--- config.mk ---
export PLATFORM = sky130hd
export DESIGN_NAME = mult_sequencer_flat
export DESIGN_NICKNAME = d
export VERILOG_FILES = /design/src/rtl/mult_seq_pkg.sv /design/src/rtl/mult_sequencer_if.sv /design/src/rtl/mult_iter_counter.sv /design/src/rtl/mult_sequencer.sv /design/src/flat_wrapper.sv
export SDC_FILE = /design/constraint.sdc
export NUM_CORES = 1
export LEC_CHECK = 0
export ABC_AREA = 0
export ABC_CLOCK_PERIOD_IN_PS = 1700
export BUFFER_PORTS_ARGS = -buffer_cell sky130_fd_sc_hd__buf_2
export CORE_MARGIN = 5
export CORE_UTILIZATION = 45
export CTS_BUF_LIST = sky130_fd_sc_hd__clkbuf_2
export CTS_CLUSTER_SIZE = 24
export DETAILED_ROUTE_END_ITERATION = 12
export HOLD_SLACK_MARGIN = 0.02
export PLACE_DENSITY = 0.69
export REMOVE_ABC_BUFFERS = 1
export SLEW_MARGIN = 20
export SYNTH_ARGS = -nofsm -noshare
export SYNTH_HDL_FRONTEND = slang
export SYNTH_SLANG_ARGS = --single-unit
--- constraint.sdc ---
create_clock -name CLK -period 1.7 [get_ports CLK]
set_input_delay 0.17 -clock CLK [delete_from_list [all_inputs] [get_ports CLK]]
set_output_delay 0.17 -clock CLK [all_outputs]
set_load 0.05 [all_outputs]
--- src/rtl/mult_seq_pkg.sv ---
// mult_seq_pkg: shared state encoding, mode/shift constants and Booth decode for the multiply sequencer.
package mult_seq_pkg;

   typedef enum logic [2:0] {
      IDLE  = 3'd0,
      LOAD  = 3'd1,
      EVAL  = 3'd2,
      SHIFT = 3'd3,
      WB_LO = 3'd4,
      WB_HI = 3'd5
   } state_t;

   localparam logic MODE_UNSIGNED = 1'b0;
   localparam logic MODE_BOOTH    = 1'b1;
   localparam logic SR_SEL_LOGIC  = 1'b0;
   localparam logic SR_SEL_ARITH  = 1'b1;

   // returns {add_en, sub} for one evaluation step
   function automatic logic [1:0] eval_op(input logic mode, input logic q0, input logic qm1);
      return mode == MODE_BOOTH ? {q0 ^ qm1, q0 & ~qm1} : {q0, 1'b0};
   endfunction

endpackage

--- src/rtl/mult_sequencer_if.sv ---
// mult_seq_if: control/datapath handshake bundle around the multiply sequencer.
interface mult_seq_if;
   logic start, mode, abort, q0;
   logic busy, done, ldm, ldq, clr_a, add_en, sub, sr, sr_sel, rf_en, wb_hi;
   modport master (
      output start, mode, abort, q0,
      input  busy, done, ldm, ldq, clr_a, add_en, sub, sr, sr_sel, rf_en, wb_hi
   );
   modport slave (
      input  start, mode, abort, q0,
      output busy, done, ldm, ldq, clr_a, add_en, sub, sr, sr_sel, rf_en, wb_hi
   );
endinterface

--- src/rtl/mult_iter_counter.sv ---
// mult_iter_counter: loadable iteration down-counter; last flags the final shift.
module mult_iter_counter #(
   parameter int WIDTH = 16
) (
   input  logic CLK,
   input  logic RST,
   input  logic load,
   input  logic dec,
   output logic last
);
   localparam int CW = $clog2(WIDTH + 1);
   logic [CW-1:0] cnt;
   always_ff @(posedge CLK or negedge RST)
      if (!RST) cnt <= '0;
      else if (load) cnt <= CW'(WIDTH);
      else if (dec) cnt <= cnt - 1'b1;
   assign last = cnt == CW'(1);
endmodule

--- src/rtl/mult_sequencer.sv ---
// mult_sequencer: steps the shared A/Q multiply datapath through load, WIDTH add/shift
// iterations and a low/high writeback, in unsigned shift-add or radix-2 Booth mode.
module mult_sequencer
   import mult_seq_pkg::*;
#(
   parameter int WIDTH = 16
) (
   input  logic       CLK,
   input  logic       RST,
   mult_seq_if.slave  bus
);
   state_t state, nxt;
   logic   mode_r, qm1, last;

   mult_iter_counter #(.WIDTH(WIDTH)) u_cnt (
      .CLK  (CLK),
      .RST  (RST),
      .load (state == LOAD),
      .dec  (state == SHIFT),
      .last (last)
   );

   always_ff @(posedge CLK or negedge RST)
      if (!RST) begin
         state  <= IDLE;
         mode_r <= MODE_UNSIGNED;
         qm1    <= 1'b0;
      end else begin
         state <= nxt;
         if (state == IDLE && bus.start) mode_r <= bus.mode;
         if (state == LOAD) qm1 <= 1'b0;
         else if (state == SHIFT) qm1 <= bus.q0;
      end

   // outputs decode from the current state even in an abort cycle
   always_comb begin
      nxt = IDLE;
      case (state)
         IDLE:    nxt = bus.start ? LOAD : IDLE;
         LOAD:    nxt = EVAL;
         EVAL:    nxt = SHIFT;
         SHIFT:   nxt = last ? WB_LO : EVAL;
         WB_LO:   nxt = WB_HI;
         default: nxt = IDLE;
      endcase
      if (state != IDLE && bus.abort) nxt = IDLE;
      bus.busy   = state != IDLE;
      bus.done   = state == WB_HI;
      bus.ldm    = state == LOAD;
      bus.ldq    = state == LOAD;
      bus.clr_a  = state == LOAD;
      {bus.add_en, bus.sub} = state == EVAL ? eval_op(mode_r, bus.q0, qm1) : 2'b00;
      bus.sr     = state == SHIFT;
      bus.sr_sel = state == SHIFT ? mode_r : SR_SEL_LOGIC;
      bus.rf_en  = state == WB_LO || state == WB_HI;
      bus.wb_hi  = state == WB_HI;
   end
endmodule

--- src/flat_wrapper.sv ---
// flat-port wrapper written by rule: the top's interface ports become plain ports
module mult_sequencer_flat import mult_seq_pkg::*;
#(
   parameter int WIDTH = 16
)
  (CLK, RST, bus_start, bus_mode, bus_abort, bus_q0, bus_busy, bus_done, bus_ldm, bus_ldq, bus_clr_a, bus_add_en, bus_sub, bus_sr, bus_sr_sel, bus_rf_en, bus_wb_hi);
  mult_seq_if bus_i ();
  input  logic CLK;
  input  logic RST;
  input wire logic [$bits(bus_i.start)-1:0] bus_start;
  input wire logic [$bits(bus_i.mode)-1:0] bus_mode;
  input wire logic [$bits(bus_i.abort)-1:0] bus_abort;
  input wire logic [$bits(bus_i.q0)-1:0] bus_q0;
  output wire logic [$bits(bus_i.busy)-1:0] bus_busy;
  output wire logic [$bits(bus_i.done)-1:0] bus_done;
  output wire logic [$bits(bus_i.ldm)-1:0] bus_ldm;
  output wire logic [$bits(bus_i.ldq)-1:0] bus_ldq;
  output wire logic [$bits(bus_i.clr_a)-1:0] bus_clr_a;
  output wire logic [$bits(bus_i.add_en)-1:0] bus_add_en;
  output wire logic [$bits(bus_i.sub)-1:0] bus_sub;
  output wire logic [$bits(bus_i.sr)-1:0] bus_sr;
  output wire logic [$bits(bus_i.sr_sel)-1:0] bus_sr_sel;
  output wire logic [$bits(bus_i.rf_en)-1:0] bus_rf_en;
  output wire logic [$bits(bus_i.wb_hi)-1:0] bus_wb_hi;
  assign bus_i.start = bus_start;
  assign bus_i.mode = bus_mode;
  assign bus_i.abort = bus_abort;
  assign bus_i.q0 = bus_q0;
  assign bus_busy = bus_i.busy;
  assign bus_done = bus_i.done;
  assign bus_ldm = bus_i.ldm;
  assign bus_ldq = bus_i.ldq;
  assign bus_clr_a = bus_i.clr_a;
  assign bus_add_en = bus_i.add_en;
  assign bus_sub = bus_i.sub;
  assign bus_sr = bus_i.sr;
  assign bus_sr_sel = bus_i.sr_sel;
  assign bus_rf_en = bus_i.rf_en;
  assign bus_wb_hi = bus_i.wb_hi;
  mult_sequencer #(.WIDTH(WIDTH)) u_core (.CLK(CLK), .RST(RST), .bus(bus_i));
endmodule
-- Word-level counts from Yosys, hierarchy flattened
Cells that the tools add are included.
Widths: inputs -> output; s select.
- reduce and logical (&&, ||, !) cells: 6
- bitwise operators: 3
- $add $sub $neg: 1
- multiplexer cells: 11
- equality and inequality tests: 6
- operators with widths (cell ; count):
    $pmux 3 s5 ; 1
    $mux 5 ; 2
    $eq 3x2->1 const B ; 2
    $eq 3x3->1 const B ; 2
    $mux 3 ; 2
    $eq 5x1->1 const B ; 1
    $sub 5x1->5 const B ; 1
    $mux 1 ; 4
    $mux 2 ; 2
    $eq 3x1->1 const B ; 1
    $logic_not 3->1 ; 1
    $reduce_bool 3->1 ; 1
    $logic_and 1x1->1 ; 2
    $reduce_bool 2->1 ; 1
    $and 1x1->1 ; 1
    $logic_or 1x1->1 ; 1
    $not 1->1 ; 1
    $xor 1x1->1 ; 1
- output and inout bits: 11
- logic and storage cells: 31
- input port bits: 6
- flip-flop bits (word level): 10

-- Longest topological paths before layout
Gate-level depths: netlist (run 1).
- depth after elaboration: 4
- mapped depth: 5
- gate-level depth less buffers: 5

-- Modules after synthesis
A second synthesis (run 1) with hierarchy kept.
- cells, all modules: 64
- area, all modules: 663.1 µm²
- by module, submodules not included (module ; sequential area each (µm²) ; times used ; area each (µm²) ; cells each):
    mult_sequencer ; 125.1 ; 1 ; 372.9 ; 39
    mult_iter_counter ; 125.1 ; 1 ; 290.3 ; 25

-- Least setup slack after synthesis (run 1)
Ideal clock, no wire load.
- path type: reg2out
- from: reg u_core.state[2]
- to: out bus_ldm
- arrival time: 1.822 ns
- required time: 1.530 ns
- path slack: -0.292 ns
- buffers on the path: 1
- cell stages (with the launch flop): 4
- cells stage by stage: dfrtp_1 -> or2b_2 -> nor2_1 -> buf_4
- cells in the longest elaborated chain, start to end: 1
- ends and longest elaborated chain (element ; line ; source):
    start, declared ; mult_sequencer.sv:12 ; state_t state, nxt;
    start signal, assigned ; mult_sequencer.sv:29 ; state <= nxt;
    $eq 3x1->1 ; -- ;
    end, declared ; flat_wrapper.sv:16 ; output wire logic [$bits(bus_i.ldm)-1:0] bus_ldm;
No other way between the ends.

-- Worst setup path after layout (run 1)
- from: reg u_core.state[2]
- to: out bus_ldq
- cells in the longest elaborated chain, start to end: 1
- ends and longest elaborated chain (element ; line ; source):
    $eq 3x1->1 ; mult_sequencer.sv:50 ; bus.ldq = state == LOAD;
    end, declared ; flat_wrapper.sv:17 ; output wire logic [$bits(bus_i.ldq)-1:0] bus_ldq;
No other way between the ends.

==> impl_results.md, run 1 <==
* Outcome: completed
* Die X at 48.5 um
* Fin. max-slew vios at 0
* CP required at 1530 ps
* Net Switching at 0.000426 W
* Initial antenna violation count at 0
* Worst setup margin at 67.7 ps
* TNS Setup at 0 ps
* Clock share of power at 13.2%
* Hold path depth at 2
* CP max FO at 8
* Port bufs at 16
* CP bufs+invs at 1
* Max Freq at 613 MHz
* Final wirelength at 1.37 mm
* Met2 Track Usage GR at 18.0%
* Worst IR drop on VDD at 0.000805 V
* Root Driver: clkbuf_2
* Asr flop ratio synth at 100%
* Finish-stage setup viols at 0
* Slew HR at 73.1%
* CTS clk-pin slew, worst paths at 110 ps
* Synth top cells by count: 10 x dfrtp_1, 5 x inv_1, 4 x buf_4, 4 x nand2b_1, 4 x nor2_1
* Met3 usage at 1.83%
* R2R Path Start: u_core.u_cnt.cnt[0]
* WP data arrival at 1460 ps
* RR Endpoint: u_core.u_cnt.cnt[4]
* Area contributors post-synth: dfrtp_1 38%, ha_1 5.6%, buf_4 4.5%
* Seq pwr share at 39.5%
* Setup WS pre-CTS at 251 ps
* Final Non-Filler Cells at 97
* Postcts setup bufs at 0
* Max clock buf depth at 2
* # diodes at 0
* Yosys cell types at 36
* Tot Pwr at 0.000980 W
* Switch share at 43.5%
* R2R Setup Slk at 340 ps
* DP Wirelength at 990 um
* # IOs at 17
* Placed cells at 93
* Grt total ovfl at 0
* FP Rows at 13
* Met1 Use GR at 17.8%
* Slowest stage delay, CP at 480 ps
* Initial Utilization at 49.4%
* Yosys reg bits at 10
* First-pass GRT wire length at 2.42 mm
* Post-synth top flop: dfrtp_1
* Most frequent cell after synthesis: dfrtp_1
* Post-Route Skew at 5.45 ps
* DR vias at 533
* Gr busiest metal: met2
* Hold crit path type: in2reg
* Sequential share of the synthesized area at 37.5%
* H-Tree Level Count at 1
* Register area at 253 um^2
* Largest net degree at the start of global routing at 14
* Fillers at 126
* P_int at 0.000554 W
* Max stage delay cell, worst path: dfrtp_2
* Vias in the first global route at 526
* Wire per inst at 14.1 um
* Layout cell share with drive strength beyond 1 at 40.2%
* Crit path max-delay family: simple AND/OR/NAND/NOR gates
* DR vias/cell at 5.49
* Hold Fails Final Rpt at 0
* Iteration-0 DRC Markers at 7
* Comb power frac at 47.3%
* Die height at 48.5 um
* Post-synth EDFFs at 0
* RD Place Congestion at 0.778
* Post-route clock period utilization at 96.0%
* Die ar. at 0.00235 mm^2
* Power Density at 1280 mW/mm^2
* CTS tree: done
* Fin crit period at 1630 ps
* Mapped Area at 667 um^2
* Antenna Nets Post-Route at 0
* R2r worst-path depth at 5
* Post-Syn Area per Cell at 9.95 um^2
* Residual DRC count at 0
* Syn Inst Count at 67
* Later-pin clock latency in the skew report at 240 ps
* Core area at 0.00135 mm^2
* Worst path cell trace: or2b_2, nor2_2, buf_4
* Total track usage at 12.6%
* WS Path Type: reg2out
* Max-cap viol count at 0
* Inserted Clock Buffers at 3
* Final Core Density at 56.6%
* Slew @ Worst Pin at 399 ps
* Fin nets at 93
* Synth area leader: dfrtp_1
* WHS Endpoint: u_core.state[2]
* LEAKAGE at 0.381 nW
* Synth Warn # at 0
* Crit end category: output pin
* Crit path launch type: flop
* Area share of the largest cell type after synthesis at 37.5%
* Multi-input logic area at 344 um^2
* DR pass1 iterations at 4
* Min-delay src: bus_abort
* Synthesis-to-layout area growth at 14.6%
* Num Clock Sinks at 10
cells by family after synthesis:
| kind of cell | share of synthesized area (%) |
|---|---|
| AND/OR/NAND/NOR | 28.1 |
| buffers and inverters | 11.3 |
| AO/OA/AOI/OAI | 10.5 |
| flip-flops | 37.5 |
| multiplexers | 6.94 |
| adder cells (fa/ha/maj) | 5.63 |
per-layer routing:
| metal | vias up | share of wire [%] |
|---|---|---|
| li1 | 262 | - |
| met1 | 254 | 47 |
| met2 | 15 | 46 |
| met3 | 2 | 5.4 |
| met4 | 0 | 1.6 |
| met5 | - | 0 |
metrics by stage:
stage | area, um^2 | hold slack (ps)
finish | 764 | 98.3
global route | 764 | 96.1
CTS | 751 | 94.8
detailed placement | 724 | 49.5
global placement | 724 | 45.4
floorplan | 611 | -126
registers in the layout, summed over array words and instances (netlist names):
name	flops
u_core.u_cnt.cnt	5
u_core.state	3
u_core.mode_r	1
u_core.qm1	1
power groups by stage:
| stage | combinational (W) | clock (W) | sequential (W) |
|---|---|---|---|
| finish | 0.000464 | 0.000129 | 0.000388 |
| global route | 0.000512 | 0.000146 | 0.000402 |
| CTS | 0.000451 | 0.000134 | 0.000387 |
| detailed placement | 0.000446 | 0 | 0.000391 |
| global placement | 0.000440 | 0 | 0.000388 |
| floorplan | 0.000344 | 0 | 0.000375 |
cells in the final DEF, fill, tap and decap left out, types with 2 or more instances in the layout:
cell type,netlist,layout
nor2_1,4,3
mux2i_1,2,2
dfrtp_2,0,2
inv_1,5,5
ha_1,3,3
nand2_1,2,2
nand3b_1,3,3
o21ai_0,3,3
dfrtp_1,10,8
clkbuf_2,0,3
nand2b_1,4,4
buf_2,0,12
buf_4,4,6
area by class of cell:
class,count,area share (%)
Clock buffer,3,1.96
Inverter,5,2.45
Multi-Input combinational cell,45,45.0
Sequential cell,10,33.1
Tap cell,15,2.45
Timing Repair Buffer,19,15.1
how the worst max path moves through the flow:
stage	from	to	slack (ps)	cells after the start
final	u_core.state[2]	bus_ldq	70	3
after floorplan	u_core.state[2]	bus_clr_a	-1100	2
after detailed placement	u_core.state[0]	bus_clr_a	250	3
after global placement	u_core.state[0]	bus_clr_a	320	3
after global routing	u_core.state[2]	bus_clr_a	-6	3
after CTS	u_core.state[2]	bus_clr_a	-10	3
what timing repair did:
item,in CTS,in global routing
resized for setup,1,10
hold endpoints to repair,10,0
gates cloned,0,0
endpoints found under the setup margin,3,5
pin swaps,0,0
hold buffers,1,0
Note: power is estimated with default switching activity, not from simulation.
==> run 2: changes to the inputs <==
- BUFFER_PORTS_ARGS: -buffer_cell sky130_fd_sc_hd__buf_2 -> -buffer_cell sky130_fd_sc_hd__buf_4
==> impl_results.md, run 2 (synthesis results as in run 1) <==
* Inserted Clock Buffers at 3 (unchanged)
* Finish-stage setup viols at 0 (unchanged)
* DR vias/cell at 5.34 (was 5.49)
* Total track usage at 11.3% (was 12.6%)
* RR Endpoint: u_core.u_cnt.cnt[4] (unchanged)
* Max-cap viol count at 0 (unchanged)
* Largest net degree at the start of global routing at 15 (was 14)
* Wire per inst at 13.4 um (was 14.1 um)
* Crit path max-delay family: simple AND/OR/NAND/NOR gates (unchanged)
* Max Freq at 614 MHz (was 613 MHz)
* Antenna Nets Post-Route at 0 (unchanged)
* Slowest stage delay, CP at 470 ps (was 480 ps)
* Fin crit period at 1630 ps (about the same)
* Design Area, Final at 795 um^2 (was 764 um^2)
* Max clock buf depth at 2 (unchanged)
* Power Density at 1250 mW/mm^2 (was 1280 mW/mm^2)
* Max FFs per register at 5 (unchanged)
* R2R Path Start: u_core.u_cnt.cnt[0] (unchanged)
* Hold Fails Final Rpt at 0 (unchanged)
* Iteration-0 DRC Markers at 7 (unchanged)
* Crit path launch type: flop (unchanged)
* Residual DRC count at 0 (unchanged)
* WS Path Type: reg2out (unchanged)
* Tot Pwr at 0.000990 W (was 0.000980 W)
* Outcome: completed (unchanged)
* # IOs at 17 (unchanged)
* Slew @ Worst Pin at 401 ps (was 399 ps)
* Placed cell area at 757 um^2 (was 724 um^2)
* Reg with most FFs: u_core.u_cnt.cnt (unchanged)
* H-Tree Level Count at 1 (unchanged)
* Worst setup margin at 71.3 ps (was 67.7 ps)
* R2r worst-path depth at 5 (unchanged)
* DR pass1 iterations at 4 (unchanged)
* Synthesis-to-layout area growth at 19.1% (was 14.6%)
* First-pass GRT wire length at 2.12 mm (was 2.42 mm)
* Final wirelength at 1.30 mm (was 1.37 mm)
* Initial antenna violation count at 0 (unchanged)
* CTS clk-pin slew, worst paths at 90 ps (was 110 ps)
* Core area at 0.00135 mm^2 (unchanged)
* Layout cell share with drive strength beyond 1 at 39.0% (was 40.2%)
* Worst IR drop on VDD at 0.000757 V (was 0.000805 V)
* Hold path depth at 2 (unchanged)
* Multi-input logic area at 344 um^2 (unchanged)
* Setup WS pre-CTS at 286 ps (was 251 ps)
* Later-pin clock latency in the skew report at 260 ps (was 240 ps)
* Initial Utilization at 49.4% (unchanged)
* Commonest non-fill, non-tap cells in the layout: 16 x buf_4, 8 x dfrtp_1, 5 x inv_1 (was 12 x buf_2, 8 x dfrtp_1, 6 x buf_4)
* Min-delay src: bus_abort (unchanged)
* Slew HR at 72.9% (was 73.1%)
* RSZ-0062 raised after global routing: yes
* Register area at 253 um^2 (unchanged)
* FP Rows at 13 (unchanged)
* Hold crit path type: in2reg (unchanged)
* Num Clock Sinks at 10 (unchanged)
* RD Place Congestion at 0.736 (was 0.778)
* WHS Endpoint: u_core.state[2] (unchanged)
* Most common cell after layout, fill and taps aside: buf_4 (was buf_2)
* DP Wirelength at 962 um (was 990 um)
* Crit end category: output pin (unchanged)
* CP max FO at 8 (unchanged)
* CTS tree: done (unchanged)
* # diodes at 0 (unchanged)
* Largest registers: u_core.u_cnt.cnt (5), u_core.state (3) (unchanged)
* CP bufs+invs at 1 (unchanged)
* Grt total ovfl at 0 (unchanged)
* Root Driver: clkbuf_2 (unchanged)
* Vias in the first global route at 477 (was 526)
* CP required at 1530 ps (about the same)
* TNS Setup at 0 ps (unchanged)
* Fin nets at 92 (was 93)
* Fillers at 123 (was 126)
* Max stage delay cell, worst path: dfrtp_2 (unchanged)
* Post-route clock period utilization at 95.8% (was 96.0%)
* Post-Route Skew at 13.6 ps (was 5.45 ps)
* Die ar. at 0.00235 mm^2 (unchanged)
* Die X at 48.5 um (unchanged)
* Port bufs at 16 (unchanged)
* DR vias at 518 (was 533)
* LEAKAGE at 0.383 nW (was 0.381 nW)
* Die height at 48.5 um (unchanged)
* Postcts setup bufs at 0 (unchanged)
* Fin. max-slew vios at 0 (unchanged)
* Worst path cell trace: or2b_2, nor2_2, buf_4 (unchanged)
* WP data arrival at 1460 ps (about the same)
* R2R Setup Slk at 340 ps (about the same)
-- run 2: what timing repair did --
item / 4_1_cts / 5_1_grt
setup endpoints to repair: 3 / 3
endpoints found under the hold margin: 10 / 0
hold buffers: 1 / 0
gates resized for setup: 1 / 3
-- run 2: per-layer routing --
metal | global-route usage (%) | share of wire (%)
met2 | 15.4 | 42
met1 | 14.8 | 50
met4 | 5.38 | 1.8
met5 | 0 | 0
met3 | 5.20 | 5.9
-- run 2: cell type report --
class | instances | share of cell area (%)
clock inverters | 1 | 0.472
well taps | 15 | 2.36
clock buffers | 3 | 1.89
flip-flops and latches | 10 | 31.8
repair buffers | 18 | 17.8
multi-input cells | 45 | 43.3
inverters | 5 | 2.36
-- run 2: power by group --
group / switching (W) / internal [W] / total, W
combinational: 0.000262 / 0.000207 / 0.000469
sequential: 0.0000776 / 0.000307 / 0.000384
clock: 0.0000856 / 0.0000511 / 0.000137
-- run 2: worst max path at each step --
stage / startpoint / endpoint / slack (ps) / cells past startpoint
after global routing: u_core.state[2] / bus_ldm / -20 / 3
after detailed placement: u_core.state[0] / bus_ldm / 290 / 3
after global placement: u_core.state[0] / bus_clr_a / 350 / 3
after CTS: u_core.state[2] / bus_ldm / 6 / 3
final: u_core.state[2] / bus_ldm / 70 / 3
after floorplan: u_core.state[2] / bus_clr_a / -1100 / 2
-- run 2: per-stage QoR --
stage	hold WS, ps	instances	util, %
floorplan	-126	60	-
global placement	6.83	92	56.1
detailed placement	7.55	92	56.1
CTS	72.7	97	58.3
global route	65.4	97	58.9
finish	87.0	97	58.9
